===== config.mk =====
export PLATFORM = sky130hd
export DESIGN_NAME = binary_divider_seq
export DESIGN_NICKNAME = d
export VERILOG_FILES = /design/src/rtl/binary_div_pkg.sv /design/src/rtl/binary_div_step.sv /design/src/rtl/binary_divider_seq.sv
export SDC_FILE = /design/constraint.sdc
export NUM_CORES = 1
export LEC_CHECK = 0
export ABC_AREA = 1
export BUFFER_PORTS_ARGS = -buffer_cell sky130_fd_sc_hd__clkbuf_2
export CORE_MARGIN = 2
export CORE_UTILIZATION = 57
export CTS_BUF_LIST = sky130_fd_sc_hd__clkbuf_4
export CTS_CLUSTER_DIAMETER = 150
export DETAILED_ROUTE_END_ITERATION = 16
export PLACE_DENSITY = 0.8
export SYNTH_ARGS = -nofsm -noshare
export SYNTH_HDL_FRONTEND = slang
export SYNTH_HIERARCHICAL = 1
export SYNTH_SLANG_ARGS = --single-unit
export TNS_END_PERCENT = 30

===== constraint.sdc =====
create_clock -name clk -period 4.6 [get_ports clk]
set_clock_uncertainty 0.1 [all_clocks]
set_input_delay 0.23 -clock clk [delete_from_list [all_inputs] [get_ports clk]]
set_output_delay 0.23 -clock clk [all_outputs]
set_load 0.02 [all_outputs]

===== src/rtl/binary_div_pkg.sv =====
// Shared types and helpers for the sequential restoring divider.
package binary_div_pkg;

    typedef enum logic [1:0] {
        IDLE = 2'd0,
        CALC = 2'd1,
        DONE = 2'd2
    } div_state_t;

    // Width of a counter that must hold the values 0..width inclusive.
    function automatic int unsigned calc_cnt_w(input int unsigned width);
        return $clog2(width + 1);
    endfunction

endpackage


===== src/rtl/binary_div_step.sv =====
// One restoring-division step: shift in a dividend bit, trial-subtract divisor.
module binary_div_step #(
    parameter int WIDTH = 8
) (
    input  logic [WIDTH:0]   rem_i,
    input  logic             bit_i,
    input  logic [WIDTH-1:0] divisor_i,
    output logic [WIDTH:0]   rem_o,
    output logic             q_o
);

    logic [WIDTH:0] shifted;
    logic [WIDTH:0] diff;

    // Shift, compare and conditionally restore.
    // rem_i[WIDTH] is always 0 in normal operation; OR-ing it in keeps the
    // compare correct even if the top bit were ever set.
    always_comb begin
        shifted = {rem_i[WIDTH-1:0], bit_i};
        diff    = shifted - {1'b0, divisor_i};
        q_o     = rem_i[WIDTH] | (shifted >= {1'b0, divisor_i});
        rem_o   = q_o ? diff : shifted;
    end

endmodule


===== src/rtl/binary_divider_seq.sv =====
// Multi-cycle unsigned restoring divider with start/busy/done handshake.
// One quotient bit per clock; divide-by-zero reported via div_by_zero.
// Optional macro SIGNED_DIV_EN: two's complement operands, sign-corrected
// results (quotient truncates toward zero, remainder follows dividend sign).
module binary_divider_seq
    import binary_div_pkg::*;
#(
    parameter int WIDTH = 8
) (
    input  logic             clk,
    input  logic             rst,
    input  logic             start,
    input  logic [WIDTH-1:0] dividend,
    input  logic [WIDTH-1:0] divisor,
    output logic             busy,
    output logic             done,
    output logic [WIDTH-1:0] quotient,
    output logic [WIDTH-1:0] remainder,
    output logic             div_by_zero
);

    localparam int CNT_W = int'(calc_cnt_w(WIDTH));

    div_state_t       state_q, state_d;
    logic [CNT_W-1:0] cnt_q, cnt_d;
    logic [WIDTH:0]   rem_q, rem_d;
    logic [WIDTH-1:0] shreg_q, shreg_d;
    logic [WIDTH-1:0] divisor_q, divisor_d;
    logic [WIDTH-1:0] quot_q, quot_d;
    logic [WIDTH-1:0] remd_q, remd_d;
    logic             dbz_q, dbz_d;

    logic [WIDTH:0]   step_rem;
    logic             step_q;
    logic [WIDTH-1:0] q_fin;
    logic [WIDTH-1:0] r_fin;
    logic [WIDTH-1:0] mag_a;
    logic [WIDTH-1:0] mag_b;

`ifdef SIGNED_DIV_EN
    logic qneg_q, qneg_d;
    logic rneg_q, rneg_d;
`endif

    binary_div_step #(
        .WIDTH(WIDTH)
    ) u_step (
        .rem_i    (rem_q),
        .bit_i    (shreg_q[WIDTH-1]),
        .divisor_i(divisor_q),
        .rem_o    (step_rem),
        .q_o      (step_q)
    );

    // Operand magnitudes on accept and sign-corrected final results.
    always_comb begin
`ifdef SIGNED_DIV_EN
        mag_a = dividend[WIDTH-1] ? (~dividend + 1'b1) : dividend;
        mag_b = divisor[WIDTH-1]  ? (~divisor  + 1'b1) : divisor;
        q_fin = {shreg_q[WIDTH-2:0], step_q};
        r_fin = step_rem[WIDTH-1:0];
        if (qneg_q) q_fin = ~q_fin + 1'b1;
        if (rneg_q) r_fin = ~r_fin + 1'b1;
`else
        mag_a = dividend;
        mag_b = divisor;
        q_fin = {shreg_q[WIDTH-2:0], step_q};
        r_fin = step_rem[WIDTH-1:0];
`endif
    end

    // Next-state and datapath update for the IDLE/CALC/DONE controller.
    always_comb begin
        state_d   = state_q;
        cnt_d     = cnt_q;
        rem_d     = rem_q;
        shreg_d   = shreg_q;
        divisor_d = divisor_q;
        quot_d    = quot_q;
        remd_d    = remd_q;
        dbz_d     = dbz_q;
`ifdef SIGNED_DIV_EN
        qneg_d    = qneg_q;
        rneg_d    = rneg_q;
`endif
        case (state_q)
            CALC: begin
                cnt_d   = cnt_q - CNT_W'(1);
                rem_d   = step_rem;
                shreg_d = {shreg_q[WIDTH-2:0], step_q};
                if (cnt_q == CNT_W'(1)) begin
                    state_d = DONE;
                    quot_d  = q_fin;
                    remd_d  = r_fin;
                end
            end
            default: begin
                // IDLE and DONE share the accept path; DONE falls back to IDLE.
                state_d = IDLE;
                if (start) begin
                    dbz_d = 1'b0;
                    if (divisor == '0) begin
                        state_d = DONE;
                        quot_d  = '1;
                        remd_d  = dividend;
                        dbz_d   = 1'b1;
                    end else begin
                        state_d   = CALC;
                        cnt_d     = CNT_W'(WIDTH);
                        rem_d     = '0;
                        shreg_d   = mag_a;
                        divisor_d = mag_b;
`ifdef SIGNED_DIV_EN
                        qneg_d    = dividend[WIDTH-1] ^ divisor[WIDTH-1];
                        rneg_d    = dividend[WIDTH-1];
`endif
                    end
                end
            end
        endcase
    end

    // State and datapath registers with synchronous active-low reset.
    always_ff @(posedge clk) begin
        if (!rst) begin
            state_q   <= IDLE;
            cnt_q     <= '0;
            rem_q     <= '0;
            shreg_q   <= '0;
            divisor_q <= '0;
            quot_q    <= '0;
            remd_q    <= '0;
            dbz_q     <= 1'b0;
`ifdef SIGNED_DIV_EN
            qneg_q    <= 1'b0;
            rneg_q    <= 1'b0;
`endif
        end else begin
            state_q   <= state_d;
            cnt_q     <= cnt_d;
            rem_q     <= rem_d;
            shreg_q   <= shreg_d;
            divisor_q <= divisor_d;
            quot_q    <= quot_d;
            remd_q    <= remd_d;
            dbz_q     <= dbz_d;
`ifdef SIGNED_DIV_EN
            qneg_q    <= qneg_d;
            rneg_q    <= rneg_d;
`endif
        end
    end

    assign busy        = (state_q == CALC);
    assign done        = (state_q == DONE);
    assign quotient    = quot_q;
    assign remainder   = remd_q;
    assign div_by_zero = dbz_q;

endmodule


==> results of run 1 <==
[registers in the layout, indices dropped and copies added (netlist names)]
signal       cells
rem_q            9
divisor_q        8
quotient         8
remainder        8
shreg_q          8
cnt_q            4
state_q          2
div_by_zero      1
[metrics by stage]
| step | total power [µW] | std cells | util [%] |
|---|---|---|---|
| after floorplan | 883 | 470 | - |
| after global placement | 971 | 558 | 61.7 |
| after detailed placement | 982 | 558 | 61.7 |
| after CTS | 1180 | 566 | 62.7 |
| after global routing | 1290 | 566 | 62.7 |
| final | 1190 | 566 | 62.7 |
[Yosys cell counts]
library cell / count
dfxtp_1: 48
buf_1: 1
nand3_2: 1
o21ai_0: 19
o21ai_1: 1
clkbuf_1: 7
nor2_4: 2
nand4_1: 26
nor2_2: 5
nand2_1: 117
inv_1: 104
nor3_1: 3
nand3_1: 24
xnor2_1: 1
or2_1: 1
nand2_2: 2
inv_2: 3
nor2_1: 51
ha_1: 10
buf_4: 4
nand2_8: 1
a21oi_1: 16
xor2_1: 3
nand4_2: 1
fa_1: 1
o21bai_1: 8
nand2_4: 2
o211ai_1: 1
buf_2: 5
buf_6: 2
[logic make-up after synthesis]
group | Yosys count | synth area share [%]
AND/OR/NAND/NOR | 236 | 36.0
AO/OA/AOI/OAI | 45 | 8.36
flip-flops | 48 | 32.4
buffers and inverters | 126 | 17.2
XOR/XNOR | 4 | 1.18
adder cells (fa/ha/maj) | 11 | 4.90
[worst max-delay path, stage by stage, from the launching register on]
cell and delay, ns:
dfxtp_1 0.42, inv_1 0.06, ha_1 0.22, fa_1 0.42, inv_1 0.10, nand2_1 0.05, nand2_1 0.10, xor2_1 0.21
nand2_1 0.09, nand2_1 0.06, nand2_1 0.07, o21ai_0 0.12, inv_1 0.06, nand2_1 0.06, nand2_1 0.05, nor2_1 0.11
[power by group through the flow]
stage                     sequential [µW]  clock [µW]  combinational [µW]
after floorplan                       492           0                 391
after global placement                492           0                 479
after detailed placement              493           0                 490
after CTS                             483         207                 492
after global routing                  488         226                 576
final                                 484         202                 501
[final cells by class]
cell class / instances / share of cell area (%)
clock buffers: 5 / 1.18
multi-input cells: 296 / 46.9
flip-flops and latches: 48 / 30.2
well taps: 70 / 2.75
repair buffers: 37 / 5.82
clock inverters: 3 / 0.550
inverters: 107 / 12.6
[worst min-delay path by stage]
stage | from | end | slack (ns) | cells past startpoint
global route | divisor[2] | divisor_q[2] | 0.1 | 5
finish | divisor[7] | divisor_q[7] | 0.09 | 5
floorplan | divisor[4] | divisor_q[4] | 0.35 | 4
detailed placement | quotient[3] | quotient[3] | 0.35 | 2
global placement | quotient[7] | quotient[7] | 0.35 | 2
CTS | divisor[7] | divisor_q[7] | 0.08 | 5
[layer usage]
layer / vias up / GRT usage [%] / share of wire, % / routed length (µm)
met5: - / 0 / 0 / 0
met2: 65 / 39.0 / 46 / 2960
li1: 1484 / - / - / -
met1: 1265 / 32.7 / 47 / 3070
met3: 14 / 4.27 / 5.1 / 329
met4: 0 / 9.09 / 2.0 / 128
==> summary.txt, run 1 <==
Outcome
  • Status: complete, no violations

Worst setup path
  • End point of the critical path: remainder[4]
  • CP startpoint kind: flip-flop
  • Worst Reg-to-Reg Cells: 15
  • Crit path kind: reg -> reg
  • Worst EP required: a little under 5 ns
  • FF-to-FF End: remainder[4]
  • Reg2reg setup slack: approximately 2.3 ns
  • CP Max Fanout: 3
  • Crit path launch: shreg_q[7]
  • CP endpoint kind: flip-flop
  • Arrival time worst endpoint: 2.54 ns
  • RR Startpoint: shreg_q[7]

Pwr
  • Peak supply drop: around 250 µV
  • Register share of total power: 40.8%
  • Net Sw Power: ~500 µW
  • Net Sw Frac: between 40% and 50%
  • Comb pwr share: 42.2%
  • Clock power frac: roughly 17%
  • PwrDens: roughly 370 nW/µm²
  • Leakage: between 0.0015 and 0.002 µW
  • Pint: 682 µW

Global routing
  • GRT Util Overall: about 24%
  • First-pass GRT wire length: ~12,000 µm
  • Initial antenna violation count: 0
  • Largest net degree at the start of global routing: 41
  • Overflow after GRT: 0
  • Number of global-route vias before repair: around 2.7k

Floorplan
  • Die width: between 70 and 80 µm
  • Io pins: 38
  • Die Ht: about 76 µm
  • # rows: 26
  • Starting Density: about 60%
  • Core box area: ~5000 µm²
  • DIE AREA: 5790 µm²

Run
  • Max cap viols: 0

Clocking
  • CTS clk-pin slew, worst paths: about 0.15 ns
  • CTS tree: built
  • TritonCTS Buffers: 5
  • Clk_lat worst skew: around 0.37 ns
  • Post-CTS Resized: 0
  • CTS Root Cell: clkbuf_4
  • H-tree levels: 2
  • Hold Buf Count CTS: 0
  • Sink Count: between 40 and 50
  • Setup bufs post-CTS: 0
  • CTS Buffer Depth: 2

Routing
  • Routed WL per cell: between 10 and 15 µm
  • Post-DRT Antenna Nets: 0
  • Via count: 2,828
  • WL final: ~6500 µm
  • Vias per inst: 5.00
  • TritonRoute pass-1 iters: 4
  • DRC: 0
  • Iter 0 DRT Violations: 226

Cells and area
  • Commonest non-fill, non-tap cell in the layout: nand2_1
  • FF/Latch Area: between 900 and 1000 µm²
  • Area of the multi-input gates: 1490 µm²
  • Nets: 525
  • Share of layout cells above drive strength 1: 12.3%
  • Finished Cell Area: 3180 µm²
  • Synth-to-Final Area Change: 7.43%
  • Most frequent cells in the layout: nand2_1, inv_1, nor2_1
  • Antenna cells: 0
  • FILL cells: roughly 500

Synthesis
  • Register area share after synthesis: 32.4%
  • Leading area contributor after synthesis: dfxtp_1
  • Area fraction of the dominant cell type after synthesis: between 30% and 40%
  • Synth Instances: 470
  • Post-Syn Area: between 2000 and 3000 µm²
  • Cell variety after synth: 30
  • Synth Register Bits: 48
  • Area contributors post-synth: dfxtp_1, nand2_1, inv_1
  • Synth warn: 6
  • Mapped Avg Cell Area: 6.31 µm²
  • Post-synth net total: 500

Placed design
  • Placement Setup Slack: roughly 2.3 ns
  • IO buf count: 37
  • Final HPWL DP: 4770 µm
  • Dpl cell area: about 3100 µm²
  • RD Place Congestion: 0.883

STA
  • Setup violators final: 0
  • WHS: 0.0931 ns
  • RSZ-0062 raised after global routing: false
  • Max transition margin: about half
  • Slew Limit Fails: 0
  • Final Hold Viols: 0
  • Slew @ Worst Pin: ~0.76 ns
  • Post-route setup slack: 2.28 ns
  • Minimum clock period: 2.32 ns
  • Fmax: 431 MHz
  • Part of the cycle the worst path needs: 50.5%
  • Fin Setup TNS: 0 ns

Worst hold path
  • Min-Delay Path Class: in -> reg
(Power assumes the default switching activity.)
==> run 2: changes to the inputs <==
- CORE_UTILIZATION: 57 -> 54
- PLACE_DENSITY: 0.8 -> 0.79
- clock period: 4.6 -> 2 ns (I/O delays scaled with it)
==> summary.txt, run 2 (synthesized netlist as in run 1, its figures left out) <==
Routing
  • DRC: 0 (unchanged)
  • Via count: 3,206 (+13%)
  • TritonRoute pass-1 iters: 6 (+2)
  • WL final: 8050 µm (+24%)
  • Iter 0 DRT Violations: 307 (+36%)
  • Routed WL per cell: 13.0 µm (+14%)
  • Post-DRT Antenna Nets: 0 (unchanged)
  • Vias per inst: 5.19 (+3.8%)

STA
  • Post-route setup slack: -0.200 ns (-2.48 ns)
  • Fmax: 454 MHz (+5.5%)
  • Setup violators final: 4 (+4)
  • Part of the cycle the worst path needs: 110% (+60 points)
  • Minimum clock period: 2.20 ns (-0.122 ns)
  • Final Hold Viols: 0 (unchanged)
  • Slew Limit Fails: 0 (unchanged)
  • Slew @ Worst Pin: 0.504 ns (-0.254 ns)
  • RSZ-0062 raised after global routing: true
  • Max transition margin: 66.3% (+17 points)

Placed design
  • Dpl cell area: 3320 µm² (+6.2%)
  • Placed insts: 584 (+4.7%)
  • IO buf count: 37 (unchanged)
  • RD Place Congestion: 0.880 (-0.33%)
  • Final HPWL DP: 5350 µm (+12%)

Global routing
  • Number of global-route vias before repair: 2,810 (+5.9%)
  • Overflow after GRT: 0 (unchanged)
  • Largest net degree at the start of global routing: 25 (-39%)
  • Initial antenna violation count: 0 (unchanged)
  • GRT Util Overall: 25.1% (+0.85 points)
  • First-pass GRT wire length: 12,300 µm (+6.6%)

Cells and area
  • FF/Latch Area: 976 µm² (+1.6%)
  • Largest Register: rem_q
  • Synth-to-Final Area Change: 28.0%
  • Finished Cell Area: 3790 µm² (+19%)
  • Commonest non-fill, non-tap cell in the layout: nand2_1
  • Antenna cells: 0 (unchanged)
  • Max FFs per register: 9 (unchanged)
  • Most frequent cells in the layout: nand2_1, inv_1, nor2_1
  • Share of layout cells above drive strength 1: 26.5% (+14 points)
  • Area of the multi-input gates: 1680 µm² (+12%)
  • Post-Layout Cell Count: 618 (+9.2%)
  • FILL cells: 428 (-14%)
  • Nets: 577 (+9.9%)

Clocking
  • CTS Buffer Depth: 2 (unchanged)
  • H-tree levels: 2 (unchanged)
  • Sink Count: 48 (unchanged)
  • CTS Root Cell: clkbuf_4
  • Clk_lat worst skew: 0.38 ns (about the same)
  • CTS clk-pin slew, worst paths: 0.15 ns (about the same)
  • CTS tree: built
  • TritonCTS Buffers: 5 (unchanged)

Pwr
  • Comb pwr share: 52.9% (+11 points)
  • Net Sw Power: 1450 µW (+190%)
  • Pint: 1950 µW (+190%)
  • PwrDens: 895 nW/µm² (+140%)
  • Peak supply drop: 548 µV (+120%)
  • Leakage: 0.00208 µW (+15%)
  • Register share of total power: 33.1% (-7.7 points)
  • Net Sw Frac: 42.6% (+0.096 points)
  • Clock power frac: 14.0% (-3.0 points)

Outcome
  • Failing checks: negative setup slack
  • Status: finished, violations left

Floorplan
  • Io pins: 38 (unchanged)
  • Core box area: 5200 µm² (+2.6%)
  • Die Ht: 78.1 µm (+2.6%)
  • DIE AREA: 6100 µm² (+5.3%)
  • Die width: 78.1 µm (+2.6%)
  • # rows: 26 (unchanged)
  • Starting Density: 56.9% (-1.5 points)

Worst hold path
  • Cells on Worst Hold Path: 5 (unchanged)
  • Min-Delay Path Class: in -> reg

Worst setup path
  • Crit path kind: reg -> reg
  • Worst EP required: 2.23 ns (-2.59 ns)
  • Worst Reg-to-Reg Cells: 13 (-2)
  • CP startpoint kind: flip-flop
  • Arrival time worst endpoint: 2.43 ns (-0.11 ns)
  • CP endpoint kind: flip-flop
  • CP Max Fanout: 4 (+1)

Run
  • Max cap viols: 0 (unchanged)
run 2: worst paths after layout:
| path | from | endpoint | slack (ns) |
|---|---|---|---|
| max | rem_q[6] | remainder[6] | -0.20 |
| min reg2reg | quotient[4] | quotient[4] | 0.38 |
| min | dividend[2] | shreg_q[2] | 0.008 |
| max reg2reg | rem_q[6] | remainder[6] | -0.20 |
run 2: power groups by stage:
| stage | combinational (µW) | sequential (µW) | clock, µW |
|---|---|---|---|
| after global routing | 1950 | 1140 | 527 |
| after CTS | 1390 | 1120 | 474 |
| after floorplan | 899 | 1130 | 0 |
| after global placement | 1260 | 1120 | 0 |
| final | 1790 | 1120 | 476 |
| after detailed placement | 1280 | 1130 | 0 |
run 2: metal layers:
metal	wire length, µm	up-vias	global-route usage, %
met4	248	0	10.5
met1	3300	1444	32.3
met3	535	32	4.02
li1	-	1588	-
met2	3960	142	41.9
met5	0	-	0
run 2: final cells by class:
type	count	area share, %
clock buffers	5	0.989
multi-input cells	298	44.2
inverters	107	10.8
repair inverters	1	0.132
flip-flops and latches	48	25.7
clock inverters	3	0.462
well taps	70	2.31
repair buffers	86	15.4
run 2: repair_timing:
action / in CTS / in global routing
endpoints found under the hold margin: 12 / 0
cloned: 1 / 2
hold buffers: 12 / 0
buffers inserted: 2 / 9
setup endpoints to repair: 11 / 14
resized for setup: 18 / 39
pin swaps: 10 / 19
run 2: worst max-delay path, stage by stage (launching register included):
cell and delay (ns):
dfxtp_1 0.37, ha_1 0.22, nor3_1 0.36, nand2_4 0.15
buf_4 0.17, clkinv_2 0.06, nand3_1 0.11, nand2_1 0.10
nand2_1 0.10, o21ai_0 0.14, inv_1 0.09, nand2_1 0.08
nand2_1 0.05, nor2_1 0.07
run 2: metrics by stage:
stage	TNS (ns)	hold slack (ns)	power [µW]	worst slack, ns	util (%)
5_1_grt	-1.83	0.0146	3610	-0.306	72.9
6_report	-0.300	0.00773	3390	-0.200	72.9
2_1_floorplan	0	0.224	2030	0.106	-
3_5_place_dp	-0.246	0.352	2410	-0.146	63.9
4_1_cts	-0.0255	0.0117	2980	-0.0204	69.0
3_3_place_gp	-0.173	0.344	2380	-0.136	63.9
